--- src/rtl/adsd_mem_arbiter_if.sv ---
// Requester and memory-side signals of the ADSD unified-memory arbiter.
// The arbiter takes the slave view; the datapath/memory environment takes the master view.
interface adsd_mem_arbiter_if #(
  parameter int AW = 16,
  parameter int DW = 16
);
  // Instruction-fetch requester
  logic          if_req;
  logic [AW-1:0] if_addr;
  logic          if_gnt;
  logic          if_done;

  // Load/store requester
  logic          ls_req;
  logic          ls_we;
  logic [AW-1:0] ls_addr;
  logic [DW-1:0] ls_wdata;
  logic          ls_gnt;
  logic          ls_done;

  // Shared read return and memory port
  logic [DW-1:0] rdata;
  logic          mem_en;
  logic          mem_we;
  logic [AW-1:0] mem_addr;
  logic [DW-1:0] mem_wdata;
  logic [DW-1:0] mem_rdata;

  modport slave (
    input  if_req, if_addr,
    input  ls_req, ls_we, ls_addr, ls_wdata,
    input  mem_rdata,
    output if_gnt, if_done, ls_gnt, ls_done, rdata,
    output mem_en, mem_we, mem_addr, mem_wdata
  );

  modport master (
    output if_req, if_addr,
    output ls_req, ls_we, ls_addr, ls_wdata,
    output mem_rdata,
    input  if_gnt, if_done, ls_gnt, ls_done, rdata,
    input  mem_en, mem_we, mem_addr, mem_wdata
  );
endinterface

--- src/rtl/adsd_mem_arbiter.sv ---
// Single-port memory arbiter for the ADSD RISC core: load/store has priority over
// instruction fetch, bounded by a starvation counter. One access in flight, registered controls.
module adsd_mem_arbiter #(
  parameter int AW         = 16,
  parameter int DW         = 16,
  parameter int MEM_LAT    = 1,
  parameter int MAX_STARVE = 3
) (
  input logic             clk,
  input logic             rst,
  adsd_mem_arbiter_if.slave bus
);

  localparam int LCW = $clog2(MEM_LAT + 1);
  localparam int SCW = $clog2(MAX_STARVE + 1);

  typedef enum logic [0:0] {
    ST_IDLE,
    ST_WAIT
  } state_e;

  typedef enum logic [0:0] {
    OWN_IF,
    OWN_LS
  } owner_e;

  state_e          state_q, state_d;
  owner_e          owner_q, owner_d;
  logic [LCW-1:0]  lat_q, lat_d;
  logic [SCW-1:0]  starve_q, starve_d;

  logic            if_gnt_q, if_gnt_d;
  logic            if_done_q, if_done_d;
  logic            ls_gnt_q, ls_gnt_d;
  logic            ls_done_q, ls_done_d;
  logic            mem_en_q, mem_en_d;
  logic            mem_we_q, mem_we_d;
  logic [AW-1:0]   mem_addr_q, mem_addr_d;
  logic [DW-1:0]   mem_wdata_q, mem_wdata_d;

  logic            any_req;
  logic            contested;
  logic            starved;
  logic            pick_ls;

  // Winner selection: LS by default, IF once LS has won MAX_STARVE contested rounds.
  always_comb begin
    any_req   = bus.if_req | bus.ls_req;
    contested = bus.if_req & bus.ls_req;
    starved   = (starve_q >= SCW'(MAX_STARVE));
    pick_ls   = bus.ls_req & ~(contested & starved);
  end

  // NOTE: every _d signal gets its default first so no branch can infer a latch.
  always_comb begin
    state_d     = state_q;
    owner_d     = owner_q;
    lat_d       = lat_q;
    starve_d    = starve_q;
    if_gnt_d    = 1'b0;
    if_done_d   = 1'b0;
    ls_gnt_d    = 1'b0;
    ls_done_d   = 1'b0;
    mem_en_d    = 1'b0;
    mem_we_d    = 1'b0;
    mem_addr_d  = mem_addr_q;
    mem_wdata_d = mem_wdata_q;

    unique case (state_q)
      ST_IDLE: begin
        if (any_req) begin
          state_d  = ST_WAIT;
          lat_d    = LCW'(MEM_LAT);
          mem_en_d = 1'b1;
          if (pick_ls) begin
            owner_d     = OWN_LS;
            ls_gnt_d    = 1'b1;
            mem_we_d    = bus.ls_we;
            mem_addr_d  = bus.ls_addr;
            mem_wdata_d = bus.ls_wdata;
            starve_d    = contested ? starve_q + SCW'(1) : '0;
          end else begin
            owner_d     = OWN_IF;
            if_gnt_d    = 1'b1;
            mem_we_d    = 1'b0;
            mem_addr_d  = bus.if_addr;
            mem_wdata_d = '0;
            starve_d    = '0;
          end
        end
      end

      ST_WAIT: begin
        lat_d = lat_q - LCW'(1);
        // The edge that sees a count of one opens the done cycle, which is IDLE again.
        if (lat_q == LCW'(1)) begin
          state_d = ST_IDLE;
          if (owner_q == OWN_LS) ls_done_d = 1'b1;
          else                   if_done_d = 1'b1;
        end
      end

      default: state_d = ST_IDLE;
    endcase
  end

  // NOTE: sequential state uses non-blocking assignment so every register samples pre-edge values.
  always_ff @(posedge clk) begin
    if (rst) begin
      state_q     <= ST_IDLE;
      owner_q     <= OWN_IF;
      lat_q       <= '0;
      starve_q    <= '0;
      if_gnt_q    <= 1'b0;
      if_done_q   <= 1'b0;
      ls_gnt_q    <= 1'b0;
      ls_done_q   <= 1'b0;
      mem_en_q    <= 1'b0;
      mem_we_q    <= 1'b0;
      mem_addr_q  <= '0;
      mem_wdata_q <= '0;
    end else begin
      state_q     <= state_d;
      owner_q     <= owner_d;
      lat_q       <= lat_d;
      starve_q    <= starve_d;
      if_gnt_q    <= if_gnt_d;
      if_done_q   <= if_done_d;
      ls_gnt_q    <= ls_gnt_d;
      ls_done_q   <= ls_done_d;
      mem_en_q    <= mem_en_d;
      mem_we_q    <= mem_we_d;
      mem_addr_q  <= mem_addr_d;
      mem_wdata_q <= mem_wdata_d;
    end
  end

  assign bus.if_gnt    = if_gnt_q;
  assign bus.if_done   = if_done_q;
  assign bus.ls_gnt    = ls_gnt_q;
  assign bus.ls_done   = ls_done_q;
  assign bus.mem_en    = mem_en_q;
  assign bus.mem_we    = mem_we_q;
  assign bus.mem_addr  = mem_addr_q;
  assign bus.mem_wdata = mem_wdata_q;
  // Read data is not re-registered; done pulses qualify it.
  assign bus.rdata     = bus.mem_rdata;

endmodule

--- src/flat_wrapper.sv ---
// flat-port wrapper written by rule: the top's interface ports become plain ports
module adsd_mem_arbiter_flat 
#(
  parameter int AW         = 16,
  parameter int DW         = 16,
  parameter int MEM_LAT    = 1,
  parameter int MAX_STARVE = 3
)
  (clk, rst, bus_if_req, bus_if_addr, bus_ls_req, bus_ls_we, bus_ls_addr, bus_ls_wdata, bus_mem_rdata, bus_if_gnt, bus_if_done, bus_ls_gnt, bus_ls_done, bus_rdata, bus_mem_en, bus_mem_we, bus_mem_addr, bus_mem_wdata);
  adsd_mem_arbiter_if #(.AW(AW), .DW(DW)) bus_i ();
  input logic clk;
  input logic rst;
  input wire logic [$bits(bus_i.if_req)-1:0] bus_if_req;
  input wire logic [$bits(bus_i.if_addr)-1:0] bus_if_addr;
  input wire logic [$bits(bus_i.ls_req)-1:0] bus_ls_req;
  input wire logic [$bits(bus_i.ls_we)-1:0] bus_ls_we;
  input wire logic [$bits(bus_i.ls_addr)-1:0] bus_ls_addr;
  input wire logic [$bits(bus_i.ls_wdata)-1:0] bus_ls_wdata;
  input wire logic [$bits(bus_i.mem_rdata)-1:0] bus_mem_rdata;
  output wire logic [$bits(bus_i.if_gnt)-1:0] bus_if_gnt;
  output wire logic [$bits(bus_i.if_done)-1:0] bus_if_done;
  output wire logic [$bits(bus_i.ls_gnt)-1:0] bus_ls_gnt;
  output wire logic [$bits(bus_i.ls_done)-1:0] bus_ls_done;
  output wire logic [$bits(bus_i.rdata)-1:0] bus_rdata;
  output wire logic [$bits(bus_i.mem_en)-1:0] bus_mem_en;
  output wire logic [$bits(bus_i.mem_we)-1:0] bus_mem_we;
  output wire logic [$bits(bus_i.mem_addr)-1:0] bus_mem_addr;
  output wire logic [$bits(bus_i.mem_wdata)-1:0] bus_mem_wdata;
  assign bus_i.if_req = bus_if_req;
  assign bus_i.if_addr = bus_if_addr;
  assign bus_i.ls_req = bus_ls_req;
  assign bus_i.ls_we = bus_ls_we;
  assign bus_i.ls_addr = bus_ls_addr;
  assign bus_i.ls_wdata = bus_ls_wdata;
  assign bus_i.mem_rdata = bus_mem_rdata;
  assign bus_if_gnt = bus_i.if_gnt;
  assign bus_if_done = bus_i.if_done;
  assign bus_ls_gnt = bus_i.ls_gnt;
  assign bus_ls_done = bus_i.ls_done;
  assign bus_rdata = bus_i.rdata;
  assign bus_mem_en = bus_i.mem_en;
  assign bus_mem_we = bus_i.mem_we;
  assign bus_mem_addr = bus_i.mem_addr;
  assign bus_mem_wdata = bus_i.mem_wdata;
  adsd_mem_arbiter #(.AW(AW), .DW(DW), .MEM_LAT(MEM_LAT), .MAX_STARVE(MAX_STARVE)) u_core (.clk(clk), .rst(rst), .bus(bus_i));
endmodule
--- config.mk ---
export PLATFORM = sky130hd
export DESIGN_NAME = adsd_mem_arbiter_flat
export DESIGN_NICKNAME = d
export VERILOG_FILES = /design/src/rtl/adsd_mem_arbiter_if.sv /design/src/rtl/adsd_mem_arbiter.sv /design/src/flat_wrapper.sv
export SDC_FILE = /design/constraint.sdc
export NUM_CORES = 1
export LEC_CHECK = 0
export CAP_MARGIN = 20
export CORE_MARGIN = 10
export CORE_UTILIZATION = 35
export CTS_BUF_LIST = sky130_fd_sc_hd__clkbuf_4 sky130_fd_sc_hd__clkbuf_8 sky130_fd_sc_hd__clkbuf_16
export CTS_CLUSTER_DIAMETER = 150
export DETAILED_ROUTE_END_ITERATION = 7
export PLACE_DENSITY_LB_ADDON = 0.15
export SLEW_MARGIN = 20
export SYNTH_ARGS = -nofsm -noshare
export SYNTH_HDL_FRONTEND = slang
export SYNTH_SLANG_ARGS = --single-unit
--- constraint.sdc ---
create_clock -name clk -period 3.7 [get_ports clk]
set_input_delay 1.11 -clock clk [delete_from_list [all_inputs] [get_ports clk]]
set_output_delay 1.11 -clock clk [all_outputs]
set_load 0.005 [all_outputs]
==> results of run 1 <==
final cells by class:
cell class | instances | area (sq um)
Fill cell | 446 | 2070
Timing Repair Buffer | 94 | 931
Sequential cell | 43 | 861
Multi-Input combinational cell | 104 | 657
Tap cell | 67 | 83.8
Clock buffer | 5 | 68.8
Clock inverter | 3 | 43.8
Inverter | 2 | 7.51
metrics by stage:
stage	utilization	power (mW)
global placement	0.538	0.750
CTS	0.562	1.12
detailed placement	0.538	0.753
finish	0.562	1.10
global route	0.562	1.16
floorplan	-	0.629
per-layer routing:
layer,up-vias,share of wire,track usage
met3,10,0.084,0.0623
li1,752,-,-
met2,58,0.45,0.200
met1,684,0.45,0.166
met5,-,0,0
met4,0,0.013,0.0398
report_power, final:
part           internal, mW  total, mW  switching, mW
registers             0.498      0.518         0.0201
clock network         0.201      0.360          0.159
logic                 0.137      0.220         0.0828
critical path: stages:
cell and delay [ns]:
sky130_fd_sc_hd__clkdlybuf4s50_1 0.55, sky130_fd_sc_hd__o21ba_2 0.40, sky130_fd_sc_hd__nor2_2 0.58, sky130_fd_sc_hd__a22o_2 0.25
cell usage in the layout, fill, tap and decap left out, types with 2 or more instances in the layout:
cell type	instances
sky130_fd_sc_hd__a211oi_1	17
sky130_fd_sc_hd__clkdlybuf4s50_1	90
sky130_fd_sc_hd__nand2_1	17
sky130_fd_sc_hd__dfxtp_1	43
sky130_fd_sc_hd__nor3_1	2
sky130_fd_sc_hd__nor2_1	20
sky130_fd_sc_hd__a21oi_1	17
sky130_fd_sc_hd__a22o_2	7
sky130_fd_sc_hd__buf_4	4
sky130_fd_sc_hd__a22o_1	8
sky130_fd_sc_hd__clkbuf_8	5
worst max path at each step:
stage	end	slack, ns	depth (start not counted)
finish	u_core.bus.mem_wdata[14]	1.06	4
global route	u_core.bus.mem_wdata[14]	0.93	4
CTS	u_core.bus.mem_wdata[14]	1.05	4
detailed placement	u_core.bus.mem_wdata[14]	0.74	4
global placement	u_core.bus.mem_wdata[9]	0.78	4
floorplan	bus_rdata[0]	1.37	1
kinds of logic (layout without fill, tap and decap cells):
family	after synthesis	after routing	share of synthesized area
flip-flops	43	43	0.502
buffers and inverters	31	104	0.115
multiplexers	1	1	0.00584
AO/OA/AOI/OAI	57	57	0.258
AND/OR/NAND/NOR	45	45	0.112
adder cells (fa/ha/maj)	1	1	0.00729
==> impl_metrics.ini, run 1 <==
[global_routing]
via_count_of_the_first_global_routing_pass = 1478
globalRoute.totalOverflow = 0
antenna_found_initial = 0
grt_first_pass_wirelength_microns = 8800
grt.total_usage = 0.133
largest_net_degree_at_the_start_of_global_routing = 23

[worst_setup_path]
required_ns = 3.94
worst_setup_path_startpoint = bus_if_req
r2r-end = u_core.bus.mem_wdata[14]
timing.critical_path.to_type = register
startpoint_type = primary input
path_class = in2reg
timing.reg2reg.setup_slack_ns = 1.96
arrival_ns = 2.88
rr_startpoint = u_core.state_q
worst-path-max-fanout = 17
r2r.worst_path.cells = 3

[clocking]
cts_inserted_buffers = 5
cts_num_sinks = 43
clk_latency_ns = 0.29
root_buffer = sky130_fd_sc_hd__clkbuf_8
cts.hold.buffers_added = 0
clk_pin_slew_ns = 0.08
cts.htree.levels = 2
post_cts_resize_count = 0
cts_tree = built
cts-root-to-sink-buffers = 2
cts_setup_buffers = 0

[pwr]
power_density_nw_per_um2 = 414
peakVddDrop_mv = 0.244
p_leak_nw = 1.02

[yosys]
netlist_top_cells_area = sky130_fd_sc_hd__dfxtp_1 (50%), sky130_fd_sc_hd__buf_4 (7.9%), sky130_fd_sc_hd__a211oi_1 (7.4%)
synth_cell_type_count = 30
most_used_standard_cell_by_instance_count_after_synthesis = sky130_fd_sc_hd__dfxtp_1
synth-warning-count = 0
post_synth_instance_area_sq_um = 1720
synthesis.instances = 178
ys_async_sr_fraction = 0
synth_fp_nets = 248
postSynthRegisterBits = 43
synth_edf_count = 0
yosys.area.top_type_share = 0.502
yosysSeqAreaShare = 0.502
syn_avg_cell_area_sq_um = 9.64
synth_common_cells = sky130_fd_sc_hd__dfxtp_1 (43), sky130_fd_sc_hd__nor2_1 (20), sky130_fd_sc_hd__buf_4 (18)
synth_top_area_cell = sky130_fd_sc_hd__dfxtp_1
postSynth.topFlopCell = sky130_fd_sc_hd__dfxtp_1

[placement]
globalplace.congestion = 0.747
dpl_cell_area_sq_um = 2540
dp_hpwl_microns = 4090
dp_slack_ns = 0.737
placedCellCount = 310
place.port_buffers = 90

[timing]
timing.final.setup_violations = 0
final-hold-violation-count = 0
finalHoldWorstSlack_ns = 0.451
relSlewSlack = 0.544
fin_crit_sh = 0.713
worst_slack_ns = 1.06
timing.final.max_slew_violations = 0
timing_worst_slew_pin_value_ns = 0.684
setup_tns_ns = 0
post-route-min-period_ns = 2.64
skew_final_ns = 0.00294
clock.fmax_mhz = 379
rsz0062_at_grt = no

[hold_path]
hold_path.class = reg2reg
timing.hold.worst_path_depth = 1
hold_start = u_core.owner_q
hold_ep = u_core.bus.if_done

[floorplan]
die_extent_in_x_microns = 90.0
io-pin-count = 123
die_area_sq_um = 8100
num_rows = 25
die-height_microns = 90.0
placeableCoreArea_sq_um = 4720
initial_core_util = 0.363

[layout]
n_antenna_cell = 0
finalNonFillerCells = 318
synthToLayoutAreaGrowth_pct = 54.6
final_stage_net_count = 320
share_of_post_route_cells_with_drive_strength_above_1 = 0.0956
stdcell_area_sq_um = 2650

[run_status]
status = finished, final reports clean

[routing]
ant_nets = 0
drt_pre_antenna_iters = 4
routed_via_count = 1504
vias_per_cell = 4.73
post_drt_wl_per_cell_microns = 17.0
routed_wire_length_microns = 5400
first_iter_violations = 60
remaining_drc_errors = 0

[run]
max-cap-violations = 0
Note: power is estimated with default switching activity, not from simulation.
==> inputs of run 2 (changes only) <==
--- a/config.mk
+++ b/config.mk
@@ -7,7 +7,7 @@
 export LEC_CHECK = 0
 export CAP_MARGIN = 20
 export CORE_MARGIN = 10
-export CORE_UTILIZATION = 35
+export CORE_UTILIZATION = 31
 export CTS_BUF_LIST = sky130_fd_sc_hd__clkbuf_4 sky130_fd_sc_hd__clkbuf_8 sky130_fd_sc_hd__clkbuf_16
 export CTS_CLUSTER_DIAMETER = 150
 export DETAILED_ROUTE_END_ITERATION = 7
==> constraint.sdc (replaced) <==
create_clock -name clk -period 2.1 [get_ports clk]
set_input_delay 0.63 -clock clk [delete_from_list [all_inputs] [get_ports clk]]
set_output_delay 0.63 -clock clk [all_outputs]
set_load 0.005 [all_outputs]
==> run 2 against run 1 <==
Against the previous run:
- die area is 10% higher
- non-clock buffer count is 8 higher
- highest routed layer unchanged
- critical endpoint is now u_core.bus.mem_wdata[11]
- sequential power is 76% higher
- count of clock-buffer cells in the layout up 1
- sequential share of layout area fell by 1.5 points
- largest cell class unchanged
- via count up 1.2%
==> impl_metrics.ini, run 2 (synthesis gave the netlist of run 1 again) <==
[worst_setup_path]
timing.critical_path.to_type = register
startpoint_type = primary input
worst-path-max-fanout = 16
required_ns = 2.34
path_class = in2reg
arrival_ns = 2.16

[layout]
share_of_post_route_cells_with_drive_strength_above_1 = 0.124
combined_area_of_the_multi_input_logic_cells_sq_um = 657
synthToLayoutAreaGrowth_pct = 62.1
final.fill_count = 521
final_common_cell = sky130_fd_sc_hd__clkdlybuf4s50_1
final_stage_net_count = 328
stdcell_area_sq_um = 2780
commonest_cells_after_routing_fill_and_taps_aside = sky130_fd_sc_hd__clkdlybuf4s50_1 (90), sky130_fd_sc_hd__dfxtp_1 (43), sky130_fd_sc_hd__nor2_1 (20)
n_antenna_cell = 0
regArea_sq_um = 861

[routing]
ant_nets = 0
vias_per_cell = 4.60
first_iter_violations = 49
drt_pre_antenna_iters = 4
routed_via_count = 1522
remaining_drc_errors = 0
routed_wire_length_microns = 5370
post_drt_wl_per_cell_microns = 16.2

[clocking]
cts.htree.levels = 2
post_cts_resize_count = 0
clk_pin_slew_ns = 0.08
cts.hold.buffers_added = 0
clk_latency_ns = 0.29
cts_setup_buffers = 0
cts-root-to-sink-buffers = 2
root_buffer = sky130_fd_sc_hd__clkbuf_8
cts_tree = built
cts_num_sinks = 43
cts_inserted_buffers = 5

[timing]
timing.final.setup_violations = 0
timing_worst_slew_pin_value_ns = 0.663
rsz0062_at_grt = no
fin_crit_sh = 0.919
finalHoldWorstSlack_ns = 0.464
relSlewSlack = 0.557
setup_tns_ns = 0
skew_final_ns = 0.00399
timing.final.max_slew_violations = 0
final-hold-violation-count = 0
clock.fmax_mhz = 518
post-route-min-period_ns = 1.93

[floorplan]
die_area_sq_um = 8910
placeableCoreArea_sq_um = 5440
io-pin-count = 123
die-height_microns = 94.4
initial_core_util = 0.315
die_extent_in_x_microns = 94.4
num_rows = 27

[pwr]
power_switching_share = 0.218
p_comb_frac = 0.198
power_density_nw_per_um2 = 749
peakVddDrop_mv = 0.348
seqPwrFrac = 0.439
power.net_switching_mw = 0.453
internal_mw = 1.63
power_frac_clock = 0.363
fin_total_pwr_mw = 2.08
p_leak_nw = 1.08

[placement]
dp_hpwl_microns = 4130
place.port_buffers = 90
dpl_cell_area_sq_um = 2640
globalplace.congestion = 0.704

[run_status]
status = finished, final reports clean

[global_routing]
largest_net_degree_at_the_start_of_global_routing = 23
globalRoute.totalOverflow = 0
via_count_of_the_first_global_routing_pass = 1549
antenna_found_initial = 0
grt_first_pass_wirelength_microns = 8480
grt.total_usage = 0.120

[hold_path]
hold_path.class = reg2reg

[run]
max-cap-violations = 0
## run 2: cell count changes in the layout (fill, tap and decap cells not counted), sizes merged
cell    before  now
clkinv       2    0
clkbuf       5    6
bufinv       1    2
buf          4   12
## run 2: stage by stage
stage / instances / worst slack [ns] / util
floorplan: 178 / 0.437 / -
global placement: 323 / -0.103 / 0.486
detailed placement: 323 / -0.127 / 0.486
CTS: 331 / 0.180 / 0.511
global route: 331 / 0.0711 / 0.511
finish: 331 / 0.171 / 0.511
## run 2: metal layers
metal	up-vias	GRT usage	routed length, microns
li1	771	-	-
met1	691	0.140	2210
met2	58	0.192	2580
met3	2	0.0563	561
met4	0	0.0354	23
met5	-	0	0
## run 2: power by group through the flow
stage	Combinational [mW]	Sequential, mW	Clock [mW]
floorplan	0.177	0.931	0
global placement	0.419	0.932	0
detailed placement	0.419	0.932	0
CTS	0.421	0.913	0.783
global route	0.453	0.921	0.817
finish	0.413	0.913	0.756
## run 2: critical path: stages
cell and delay, ns:
sky130_fd_sc_hd__clkdlybuf4s50_1 0.51, sky130_fd_sc_hd__o21ba_2 0.26, sky130_fd_sc_hd__nor2_2 0.51, sky130_fd_sc_hd__a22o_2 0.25
## run 2: worst paths after layout
path                                startpoint                        to  slack (ns)  cells past startpoint
worst max-delay path                bus_ls_req  u_core.bus.mem_wdata[11]        0.17                      4
worst min-delay path            u_core.owner_q        u_core.bus.if_done        0.46                      1
worst max register to register  u_core.state_q  u_core.bus.mem_wdata[11]        0.52                      3
worst min register to register  u_core.owner_q        u_core.bus.if_done        0.46                      1
## run 2: final cells by class
class / count / area share
Timing Repair Buffer: 102 / 0.370
Sequential cell: 43 / 0.310
Multi-Input combinational cell: 104 / 0.236
Tap cell: 72 / 0.0324
Clock buffer: 6 / 0.0275
Clock inverter: 2 / 0.0216
Inverter: 2 / 0.00270
==> inputs of run 3 (changes only) <==
--- a/config.mk
+++ b/config.mk
@@ -7,10 +7,11 @@
 export LEC_CHECK = 0
 export CAP_MARGIN = 20
 export CORE_MARGIN = 10
-export CORE_UTILIZATION = 31
+export CORE_UTILIZATION = 35
 export CTS_BUF_LIST = sky130_fd_sc_hd__clkbuf_4 sky130_fd_sc_hd__clkbuf_8 sky130_fd_sc_hd__clkbuf_16
 export CTS_CLUSTER_DIAMETER = 150
 export DETAILED_ROUTE_END_ITERATION = 7
+export DONT_BUFFER_PORTS = 1
 export PLACE_DENSITY_LB_ADDON = 0.15
 export SLEW_MARGIN = 20
 export SYNTH_ARGS = -nofsm -noshare
==> run 3 against run 2 <==
Against the previous run:
- combinational power decreased by 60%
- critical path depth unchanged
- non-clock buffer count decreased by 98
- sequential cell count unchanged
- count of clock-buffer cells in the layout unchanged
- core utilization decreased by 14 points
- sequential power increased by 2.3%
- clock power decreased by 13%
- routed wire length decreased by 8.9%
- global-route usage decreased by 0.25 points
- fmax increased by 18%
- sequential share of layout area increased by 18 points
- critical path type is now reg2reg
==> impl_metrics.ini, run 3 (synthesis gave the netlist of run 1 again) <==
[timing]
skew_final_ns = 0.00377
timing_worst_slew_pin_value_ns = 0.666
rsz0062_at_grt = no
timing.final.max_slew_violations = 0
post-route-min-period_ns = 1.63
final-hold-violation-count = 0
fin_crit_sh = 0.777
worst_slack_ns = 0.468
clock.fmax_mhz = 613
relSlewSlack = 0.556
timing.final.setup_violations = 0
setup_tns_ns = 0

[routing]
routed_wire_length_microns = 4890
remaining_drc_errors = 0
first_iter_violations = 60
ant_nets = 0
post_drt_wl_per_cell_microns = 21.5
drt_pre_antenna_iters = 4
vias_per_cell = 5.48
routed_via_count = 1249

[global_routing]
antenna_found_initial = 0
grt_first_pass_wirelength_microns = 7660
gr-usage-met3 = 0.0682
groute.layer.met1.usage = 0.119
grt.total_usage = 0.118
peak_usage_layer_in_the_global_routing_report = met2
largest_net_degree_at_the_start_of_global_routing = 28
grt_use_met2 = 0.198
via_count_of_the_first_global_routing_pass = 1276
globalRoute.totalOverflow = 0

[clocking]
cts.hold.buffers_added = 0
clk_pin_slew_ns = 0.08
cts_num_sinks = 43
clk_latency_ns = 0.29
cts_inserted_buffers = 5
cts.htree.levels = 2
root_buffer = sky130_fd_sc_hd__clkbuf_8
post_cts_resize_count = 0
cts-root-to-sink-buffers = 2
cts_tree = built
cts_setup_buffers = 0

[floorplan]
num_rows = 25
initial_core_util = 0.363
die-height_microns = 90.0
placeableCoreArea_sq_um = 4720
die_area_sq_um = 8100
die_extent_in_x_microns = 90.0
io-pin-count = 123

[worst_setup_path]
required_ns = 2.29
timing.critical_path.to_type = register
cpPeakStageDelay_ns = 0.50
arrival_ns = 1.82
slowest_stage = sky130_fd_sc_hd__a21bo_1
path_class = reg2reg
critical-path-top-delay-family = compound AO/OA/AOI/OAI gates
cp.buffers_inverters = 0
startpoint_type = register
worst-path-max-fanout = 16
crit_chain = ha_1, a21bo_1, nand2_1, a211oi_1

[layout]
synthToLayoutAreaGrowth_pct = 2.41
final_common_cell = sky130_fd_sc_hd__dfxtp_1
share_of_post_route_cells_with_drive_strength_above_1 = 0.149
regArea_sq_um = 861
n_antenna_cell = 0
combined_area_of_the_multi_input_logic_cells_sq_um = 657
final_stage_net_count = 230
final.fill_count = 487
finalNonFillerCells = 228
commonest_cells_after_routing_fill_and_taps_aside = sky130_fd_sc_hd__dfxtp_1 (43), sky130_fd_sc_hd__nor2_1 (20), sky130_fd_sc_hd__nand2_1 (17), sky130_fd_sc_hd__a21oi_1 (17), sky130_fd_sc_hd__a211oi_1 (17)

[placement]
dp_slack_ns = 0.434
dp_hpwl_microns = 3760
place.port_buffers = 0
placedCellCount = 220
globalplace.congestion = 0.703

[pwr]
fin_total_pwr_mw = 1.75
power_density_nw_per_um2 = 998
peakVddDrop_mv = 0.358
p_leak_nw = 0.680

[run_status]
status = finished, final reports clean

[run]
max-cap-violations = 0

[hold_path]
hold_path.class = in2reg
run 3: worst paths after layout:
path / start / endpoint / slack [ns] / depth (start not counted)
hold / removal: rst / u_core.bus.mem_addr[9] / 0.41 / 1
setup reg to reg: u_core.starve_q[0] / u_core.bus.mem_addr[15] / 0.47 / 4
hold reg to reg: u_core.owner_q / u_core.bus.if_done / 0.45 / 1
setup / recovery: u_core.starve_q[0] / u_core.bus.mem_addr[15] / 0.47 / 4
run 3: area by class of cell:
cell class                 count  share of cell area
multi-input combinational    104               0.374
tap                           67              0.0477
timing repair buffer           4              0.0171
clock buffer                   6              0.0470
sequential                    43               0.490
clock inverter                 2              0.0199
inverter                       2             0.00427
run 3: per-stage QoR:
step | util | cell area (sq um) | hold WS (ns)
global placement | 0.347 | 1640 | 0.429
global route | 0.372 | 1760 | 0.390
finish | 0.372 | 1760 | 0.408
floorplan | - | 1720 | 0.413
CTS | 0.372 | 1760 | 0.393
detailed placement | 0.347 | 1640 | 0.442
run 3: where the power goes:
group	switching [mW]	internal, mW
clock	0.270	0.385
sequential	0.0555	0.879
combinational	0.0913	0.0731
run 3: per-layer routing:
| layer | share of wire | wire, microns | vias up |
|---|---|---|---|
| met5 | 0 | 0 | - |
| met4 | 0.016 | 78 | 0 |
| met3 | 0.12 | 584 | 10 |
| met2 | 0.49 | 2410 | 78 |
| met1 | 0.37 | 1820 | 590 |
| li1 | - | - | 571 |
